**config.mk**
```make
export PLATFORM = sky130hd
export DESIGN_NAME = imem_fetch_ctrl
export DESIGN_NICKNAME = d
export VERILOG_FILES = /design/src/rtl/imem_fetch_ctrl.sv
export SDC_FILE = /design/constraint.sdc
export NUM_CORES = 1
export LEC_CHECK = 0
export CAP_MARGIN = 20
export CORE_ASPECT_RATIO = 2
export CORE_MARGIN = 1.5
export CORE_UTILIZATION = 43
export DETAILED_ROUTE_END_ITERATION = 10
export PLACE_DENSITY_LB_ADDON = 0.12
export SETUP_SLACK_MARGIN = 0.4
export SLEW_MARGIN = 20
export SYNTH_ARGS = -nofsm -noshare
export SYNTH_HDL_FRONTEND = slang
export SYNTH_SLANG_ARGS = --single-unit
```
**constraint.sdc**
```tcl
create_clock -name clk -period 2.5 [get_ports clk]
set_input_delay 0.25 -clock clk [delete_from_list [all_inputs] [get_ports clk]]
set_output_delay 0.25 -clock clk [all_outputs]
set_load 0.02 [all_outputs]
```
**src/rtl/imem_fetch_ctrl.sv**
```systemverilog
// Fetch sequencer: owns the PC, issues IMEM requests, presents fetched words to the
// core over valid/ready, and traps misaligned, out-of-window or unanswered fetches.
module imem_fetch_ctrl #(
  parameter logic [31:0] RESET_PC   = 32'h0100_0000,
  parameter logic [31:0] IMEM_BASE  = 32'h0100_0000,
  parameter int          IMEM_WORDS = 512,
  parameter int          TIMEOUT    = 16
) (
  input  logic        clk,
  input  logic        rst_n,
  input  logic        run,
  input  logic        pc_load,
  input  logic [31:0] pc_target,
  input  logic        instr_ready,
  input  logic        instrf_update,
  input  logic [31:0] instr,
  output logic        instrfetch,
  output logic [31:0] addr_imem,
  output logic        instr_valid,
  output logic [31:0] instr_out,
  output logic [31:0] instr_pc,
  output logic        fault,
  output logic [1:0]  fault_code,
  output logic        busy
);

  typedef enum logic [2:0] {
    S_IDLE, S_CHECK, S_ISSUE, S_WAIT, S_HOLD, S_DISCARD, S_FAULT
  } state_t;

  localparam logic [32:0] LAST_ADDR = {1'b0, IMEM_BASE} + 33'(4 * IMEM_WORDS) - 33'd4;

  state_t      r_state, w_nstate;
  logic [31:0] r_pc, w_pc_nxt;
  logic [7:0]  r_cnt, w_cnt_nxt;
  logic        r_fetch, r_valid, r_fault, r_busy;
  logic [31:0] r_addr, r_iout, r_ipc;
  logic [1:0]  r_code, w_code_nxt;
  logic        w_misalign, w_oor, w_tmo, w_take, w_cap, w_in_txn;

  assign w_misalign = |r_pc[1:0];
  assign w_oor      = ({1'b0, r_pc} < {1'b0, IMEM_BASE}) || ({1'b0, r_pc} > LAST_ADDR);
  // Counter is 0 in ISSUE, so it equals cycles elapsed since the request went out.
  assign w_tmo      = ({1'b0, r_cnt} + 9'd1) >= 9'(TIMEOUT);
  assign w_take     = r_valid && instr_ready;

  // Next-state
  always_comb begin
    w_nstate = r_state;
    case (r_state)
      S_IDLE:    if (run) w_nstate = S_CHECK;
      S_CHECK:   if (pc_load)                 w_nstate = S_CHECK;
                 else if (w_misalign || w_oor) w_nstate = S_FAULT;
                 else                          w_nstate = S_ISSUE;
      S_ISSUE:   w_nstate = pc_load ? S_CHECK : S_WAIT;
      // A redirect landing on the completion cycle has nothing left in flight.
      S_WAIT:    if (pc_load)            w_nstate = instrf_update ? S_CHECK : S_DISCARD;
                 else if (instrf_update) w_nstate = S_HOLD;
                 else if (w_tmo)         w_nstate = S_FAULT;
      S_DISCARD: if (instrf_update)        w_nstate = S_CHECK;
                 else if (!pc_load && w_tmo) w_nstate = S_FAULT;
      S_HOLD:    if (pc_load)     w_nstate = S_CHECK;
                 else if (w_take) w_nstate = run ? S_CHECK : S_IDLE;
      S_FAULT:   if (pc_load) w_nstate = S_CHECK;
      default:   w_nstate = S_IDLE;
    endcase
  end

  // Next values for the datapath and registered outputs
  always_comb begin
    w_pc_nxt = r_pc;
    if (pc_load)                       w_pc_nxt = pc_target;
    else if (r_state == S_HOLD && w_take) w_pc_nxt = r_pc + 32'd4;

    w_cnt_nxt = r_cnt;
    if (w_nstate == S_ISSUE)                          w_cnt_nxt = 8'd0;
    else if (r_state inside {S_ISSUE, S_WAIT, S_DISCARD} && r_cnt != 8'hFF)
                                                      w_cnt_nxt = r_cnt + 8'd1;

    w_code_nxt = 2'd0;
    if (w_nstate == S_FAULT) begin
      if (r_state == S_FAULT)      w_code_nxt = r_code;
      else if (r_state == S_CHECK) w_code_nxt = w_misalign ? 2'd1 : 2'd2;
      else                         w_code_nxt = 2'd3;
    end

    w_in_txn = w_nstate inside {S_ISSUE, S_WAIT, S_DISCARD};
    w_cap    = (r_state == S_WAIT) && instrf_update && !pc_load;
  end

  // State and output registers
  always_ff @(posedge clk or negedge rst_n) begin
    if (!rst_n) begin
      r_state <= S_IDLE;
      r_pc    <= RESET_PC;
      r_cnt   <= 8'd0;
      r_fetch <= 1'b0;
      r_addr  <= RESET_PC;
      r_valid <= 1'b0;
      r_iout  <= 32'd0;
      r_ipc   <= 32'd0;
      r_fault <= 1'b0;
      r_code  <= 2'd0;
      r_busy  <= 1'b0;
    end else begin
      r_state <= w_nstate;
      r_pc    <= w_pc_nxt;
      r_cnt   <= w_cnt_nxt;
      r_fetch <= w_in_txn;
      r_busy  <= w_in_txn;
      r_valid <= (w_nstate == S_HOLD);
      r_fault <= (w_nstate == S_FAULT);
      r_code  <= w_code_nxt;
      if (w_nstate == S_ISSUE) r_addr <= r_pc;
      if (w_cap) begin
        r_iout <= instr;
        r_ipc  <= r_pc;
      end
    end
  end

  assign instrfetch  = r_fetch;
  assign addr_imem   = r_addr;
  assign instr_valid = r_valid;
  assign instr_out   = r_iout;
  assign instr_pc    = r_ipc;
  assign fault       = r_fault;
  assign fault_code  = r_code;
  assign busy        = r_busy;

endmodule
```
==> flow_metrics.py <==
metrics = {
    "hold_path": {
        "hold_depth": 3,
        "hold_class": "in -> reg",
    },
    "clock_network": {
        "max-clock-path-buffers": 2,
        "cts_root_buf": "clkbuf_16",
        "cts_tree": "yes",
        "clkLatencyLatePin_ns": 0.41,
        "clkSinkCount": 144,
        "clk_pin_slew_worst_paths_ns": 0.06,
        "h-tree-depth": 4,
        "cts_buffers": 17,
    },
    "timing": {
        "skew_ns": 0.0116,
        "worst_pin_slew_ns": 0.699,
        "fmax_ghz": 0.394,
        "setup_viol": 16,
        "slew_headroom_pct": 53.4,
        "layout_min_cycle_time_ns": 2.54,
        "fin_crit_sh_pct": 102,
        "finalHoldViolations": 0,
        "setup_slack_ns": -0.0390,
        "slew_viol_final": 0,
        "rsz0062_at_grt": "yes",
        "worst_hold_slack_ns": 0.241,
    },
    "global_routing": {
        "grt_overflow": 0,
        "grt_pass1_wl_mm": 25.8,
        "grt_util_all_layers_pct": 22.8,
        "grt_pass1_vias": 5113,
        "antenna_found_initial": 0,
        "grt_max_degree": 74,
    },
    "synth": {
        "synthFlopType": "dfrtp_1",
        "yosysTopAreaCell": "dfrtp_1",
        "ys_seq_elements": 144,
        "synth_cell_types": 44,
        "avgSynthCellArea_um2": 12.1,
        "netlist_area_mm2": 0.00616,
        "yosysMostFrequentCell": "dfrtp_1",
        "synth_top_cell_area_share_pct": 57.7,
        "async_flop_share_pct": 100,
        "synth_warnings": 0,
        "yosysSeqAreaShare_pct": 58.5,
        "synth_area_leaders": "dfrtp_1 (58%), mux2_2 (12%), nand2_1 (3.3%), xnor2_1 (3.3%), o21ai_0 (3.1%)",
        "synth_edf_count": 0,
        "synth_fp_nets": 583,
        "synth_common_cells": "dfrtp_1 (142), mux2_2 (64), nand2_1 (54)",
        "synthCells": 510,
    },
    "detailed_routing": {
        "vias": 4780,
        "avgViaCountPerCell": 5.10,
        "drt_iter0_drc": 149,
        "wl_mm": 16.6,
        "ant_nets": 0,
        "drc_errors": 0,
        "post_drt_wl_per_cell_um": 17.7,
        "first_pass_iters": 4,
    },
    "finish": {
        "drive_gt1_share_pct": 29.2,
        "fill_cells": 1102,
        "final_cells": 938,
        "finalNetCount": 809,
        "final_util_pct": 66.6,
        "area_growth_syn_to_layout_pct": 51.0,
        "antennaDiodeCount": 0,
    },
    "power_and_ir_drop": {
        "power.leakage_uw": 0.00411,
        "p_int_uw": 6690,
        "power.switching_uw": 3370,
        "clkPwrFrac_pct": 24.8,
        "seqPwrFrac_pct": 34.6,
        "p_total_uw": 10100,
        "powerDensity_mw_per_mm2": 1080,
        "combPwrFrac_pct": 40.6,
        "ir_drop_mv": 0.595,
        "swShare_pct": 33.5,
    },
    "placed_design": {
        "hpwl_mm": 11.7,
        "preCtsSetupSlack_ns": -0.187,
        "place_inst": 892,
        "gp_congestion": 0.838,
        "portBuffers": 171,
    },
    "job": {
        "maxCapViolations": 0,
    },
    "floorplan": {
        "start_util_pct": 44.1,
        "rows": 61,
        "dieArea_mm2": 0.0151,
        "die_w_um": 87.6,
        "fp.dieH_um": 172,
        "pin_count": 172,
        "core_mm2": 0.0140,
    },
    "run_status": {
        "violations": "setup timing",
        "status": "finished with violations",
    },
    "setup_path": {
        "cp.arrival_ns": 2.83,
        "required_ns": 2.79,
        "reg2reg_depth": 8,
        "critical_path.startpoint_type": "flip-flop",
        "cp-end-kind": "flip-flop",
        "crit_type": "reg -> reg",
        "worstPathMaxFanout": 7,
    },
}
worst paths after layout:
kind,slack [ns],from,endpoint
max in group asynchronous,1.30,rst_n,r_state[0]$_DFF_PN0_
setup / recovery,-0.04,r_cnt[1]$_DFFE_PN0P_,addr_imem[9]$_DFFE_PN0N_
hold / removal,0.24,pc_load,r_pc[2]$_DFFE_PN0N_
setup reg to reg,-0.04,r_cnt[1]$_DFFE_PN0P_,addr_imem[9]$_DFFE_PN0N_
hold reg to reg,0.48,instr_pc[24]$_DFFE_PN0P_,instr_pc[24]$_DFFE_PN0P_
min in group asynchronous,0.43,rst_n,instr_pc[19]$_DFFE_PN0P_
layer usage:
metal  global-route usage (%)  vias to the layer above  share of wire (%)
met2                     42.7                      144                 58
met1                     24.5                     2403                 36
met5                        0                        -                  0
li1                         -                     2215                  -
met4                     9.11                        0                1.7
met3                     4.06                       18                3.6
cell usage in the layout (no fill, tap or decap), types with 11 or more instances in the layout:
cell type and n:
and2_4 23, buf_4 48, clkbuf_16 17, clkdlybuf4s50_1 169, dfrtp_1 140, mux2_2 64, nand2_1 53, nand3_1 13
nor2_1 15, o21ai_0 36, xnor2_1 23, xor2_1 11
cell type report:
| class | instances | area [um^2] | area share [%] |
|---|---|---|---|
| clock inverters | 14 | 149 | 1.60 |
| repair buffers | 231 | 2220 | 23.9 |
| inverters | 6 | 22.5 | 0.242 |
| well taps | 189 | 236 | 2.54 |
| flip-flops and latches | 144 | 3610 | 38.8 |
| clock buffers | 18 | 439 | 4.72 |
| multi-input cells | 336 | 2620 | 28.2 |
cells by family (layout without fill, tap and decap cells):
group	Yosys count	after routing	synth area share, %
mux	74	74	14.1
compound gates	57	57	5.63
buf+inv	30	269	2.01
fa+ha+maj	3	3	0.609
xor+xnor	34	34	4.83
flops	144	144	58.5
simple gates	168	168	14.3
flip-flops by register name (all words and copies together) (netlist names):
signal       flops
instr_valid      1
r_pc            32
r_state          3
r_cnt            8
fault_code       2
addr_imem       32
instr_pc        32
instr_out       32
busy             1
fault            1
worst max-delay path: stages (launching register included):
cell	delay (ns)
dfrtp_2	0.43
ha_4	0.19
and4_4	0.16
nor2_4	0.13
a2111oi_2	0.05
or4_4	0.43
or4_4	0.56
buf_8	0.17
mux2_4	0.29
metrics by stage:
stage               TNS, ns  cell area (um^2)
floorplan                 0              6180
CTS                       0              9230
global placement      -5.08              8400
global route          -2.25              9300
detailed placement    -5.69              8400
finish               -0.375              9300
power groups by stage:
stage	Combinational, uW	Clock (uW)	Sequential [uW]
after detailed placement	3850	0	3520
final	4090	2490	3480
after global placement	3780	0	3490
after CTS	4080	2540	3490
after floorplan	1220	0	4200
after global routing	4340	2650	3570
what timing repair did:
| item | in CTS | in global routing |
|---|---|---|
| buffers inserted | 11 | 1 |
| endpoints found under the setup margin | 50 | 53 |
| cloned | 1 | 0 |
| resized for setup | 39 | 18 |
| hold endpoints to repair | 69 | 0 |
| hold buffers | 1 | 0 |
| pin swaps | 18 | 12 |
(Power assumes the default switching activity.)
==> variant (same flow settings) <==
Register the input `pc_target` before use, without a reset. The logic sees it one clock later. The other inputs are not delayed to match.
--- a/src/rtl/imem_fetch_ctrl.sv
+++ b/src/rtl/imem_fetch_ctrl.sv
@@ -29,6 +29,12 @@
   } state_t;
 
   localparam logic [32:0] LAST_ADDR = {1'b0, IMEM_BASE} + 33'(4 * IMEM_WORDS) - 33'd4;
+
+  logic [31:0] pc_target_q;
+
+  always_ff @(posedge clk) begin
+    pc_target_q <= pc_target;
+  end
 
   state_t      r_state, w_nstate;
   logic [31:0] r_pc, w_pc_nxt;
@@ -69,7 +75,7 @@
   // Next values for the datapath and registered outputs
   always_comb begin
     w_pc_nxt = r_pc;
-    if (pc_load)                       w_pc_nxt = pc_target;
+    if (pc_load)                       w_pc_nxt = pc_target_q;
     else if (r_state == S_HOLD && w_take) w_pc_nxt = r_pc + 32'd4;
 
     w_cnt_nxt = r_cnt;
Behaviour: not the same (Yosys sat finds a counterexample within 4 cycles, from zero or initial values and one cycle with rst_n low).
==> variant against the original RTL <==
- sequential cell count increased by 32
- non-clock buffer count decreased by 13
- area after synthesis increased by 11%
- final area increased by 7.1%
- sequential share of layout area increased by 3.9 points
- worst setup slack improved by 0.15 ns
- clock skew increased by 0.0042 ns
- power increased by 3.3%
- clock power increased by 8%
- routed wire length increased by 1.5%
- highest routed layer unchanged
==> variant: results (changes against the original RTL) <==
Run status
  • Status: finished, final reports clean (was finished, violations left)

Detailed routing
  • Routed wire length: 16.88 mm (was 16.63 mm)
  • Drt first pass iters: 5 (was 4)
  • Met3 wire length: 700 um (was 600 um)
  • Met2 Routed Length: 9.766 mm (was 9.710 mm)
  • Drt initial violations: 179 (was 149)

Synthesis
  • Compound-Gate Fraction of Synth Area: 0.04994 (was 0.05627)
  • Syn Nets: 619 (was 583)
  • Syn avg cell area: 12.53 um^2 (was 12.08 um^2)
  • Post-synthesis mux area share: 0.1264 (was 0.1406)
  • Sequential cell area fraction in the yosys report: 0.6208 (was 0.5854)

STA
  • Tightest Pin Transition: 0.5031 ns (was 0.6994 ns)
  • Post-route worst setup slack: 0.1101 ns (was -0.03897 ns)
  • Hold slack: 0.2530 ns (was 0.2410 ns)

Global route
  • Vias in the first global route: 5158 (was 5113)
  • Global-route wire length before repair: 26.70 mm (was 25.83 mm)

Place
  • Routability cong.: 0.8644 (was 0.8380)
  • Post-DP Area: 9067 um^2 (was 8401 um^2)
  • Final HPWL DP: 12.20 mm (was 11.75 mm)

Setup path
  • CP max stage delay: 0.42 ns (was 0.56 ns)
  • CP max stage cell: dfrtp_1 (was or4_4)
  • FF-to-FF setup slack: 0.11 ns (was -0.04 ns)

Clocking
  • PostCTS Resize Cnt: 21 (was 39)

Hold path
  • Hold depth: 1 (was 3)

Pwr
  • Static Leak: 4.325 nW (was 4.107 nW)
  • Peak VDD IR: 628.5 uV (was 594.8 uV)

Layout
  • Fill count: 1258 (was 1102)
==> variant: cell types whose count changed after synthesis, sizes merged, moves of 3 or more <==
cell   delta
dfxtp    +32
and2     -26
nor2b    +20
and3     +10
xor2      +9
xnor2     -7
nand2     -5
nand3     -4
nand4     +4
o21ai     -4
o211a     -3
==> variant: worst min path at each step <==
stage / start / end
finish: pc_target[23] / pc_target_q[23]
global route: pc_target[24] / pc_target_q[24]
CTS: pc_target[24] / pc_target_q[24]
detailed placement: rst_n / addr_imem[14]
global placement: rst_n / addr_imem[17]
floorplan: rst_n / addr_imem[0]
==> variant: area by class of cell <==
type	instances	share of cell area
Timing Repair Buffer	218	0.2165
Inverter	4	0.001507
Clock inverter	14	0.01670
Sequential cell	176	0.4269
Tap cell	201	0.02524
Clock buffer	18	0.04521
Multi-Input combinational cell	341	0.2679
==> variant: power by group <==
part	internal, mW	switching (mW)
combinational	1.95	1.80
clock	1.41	1.26
sequential	3.50	0.471
total	6.86	3.53
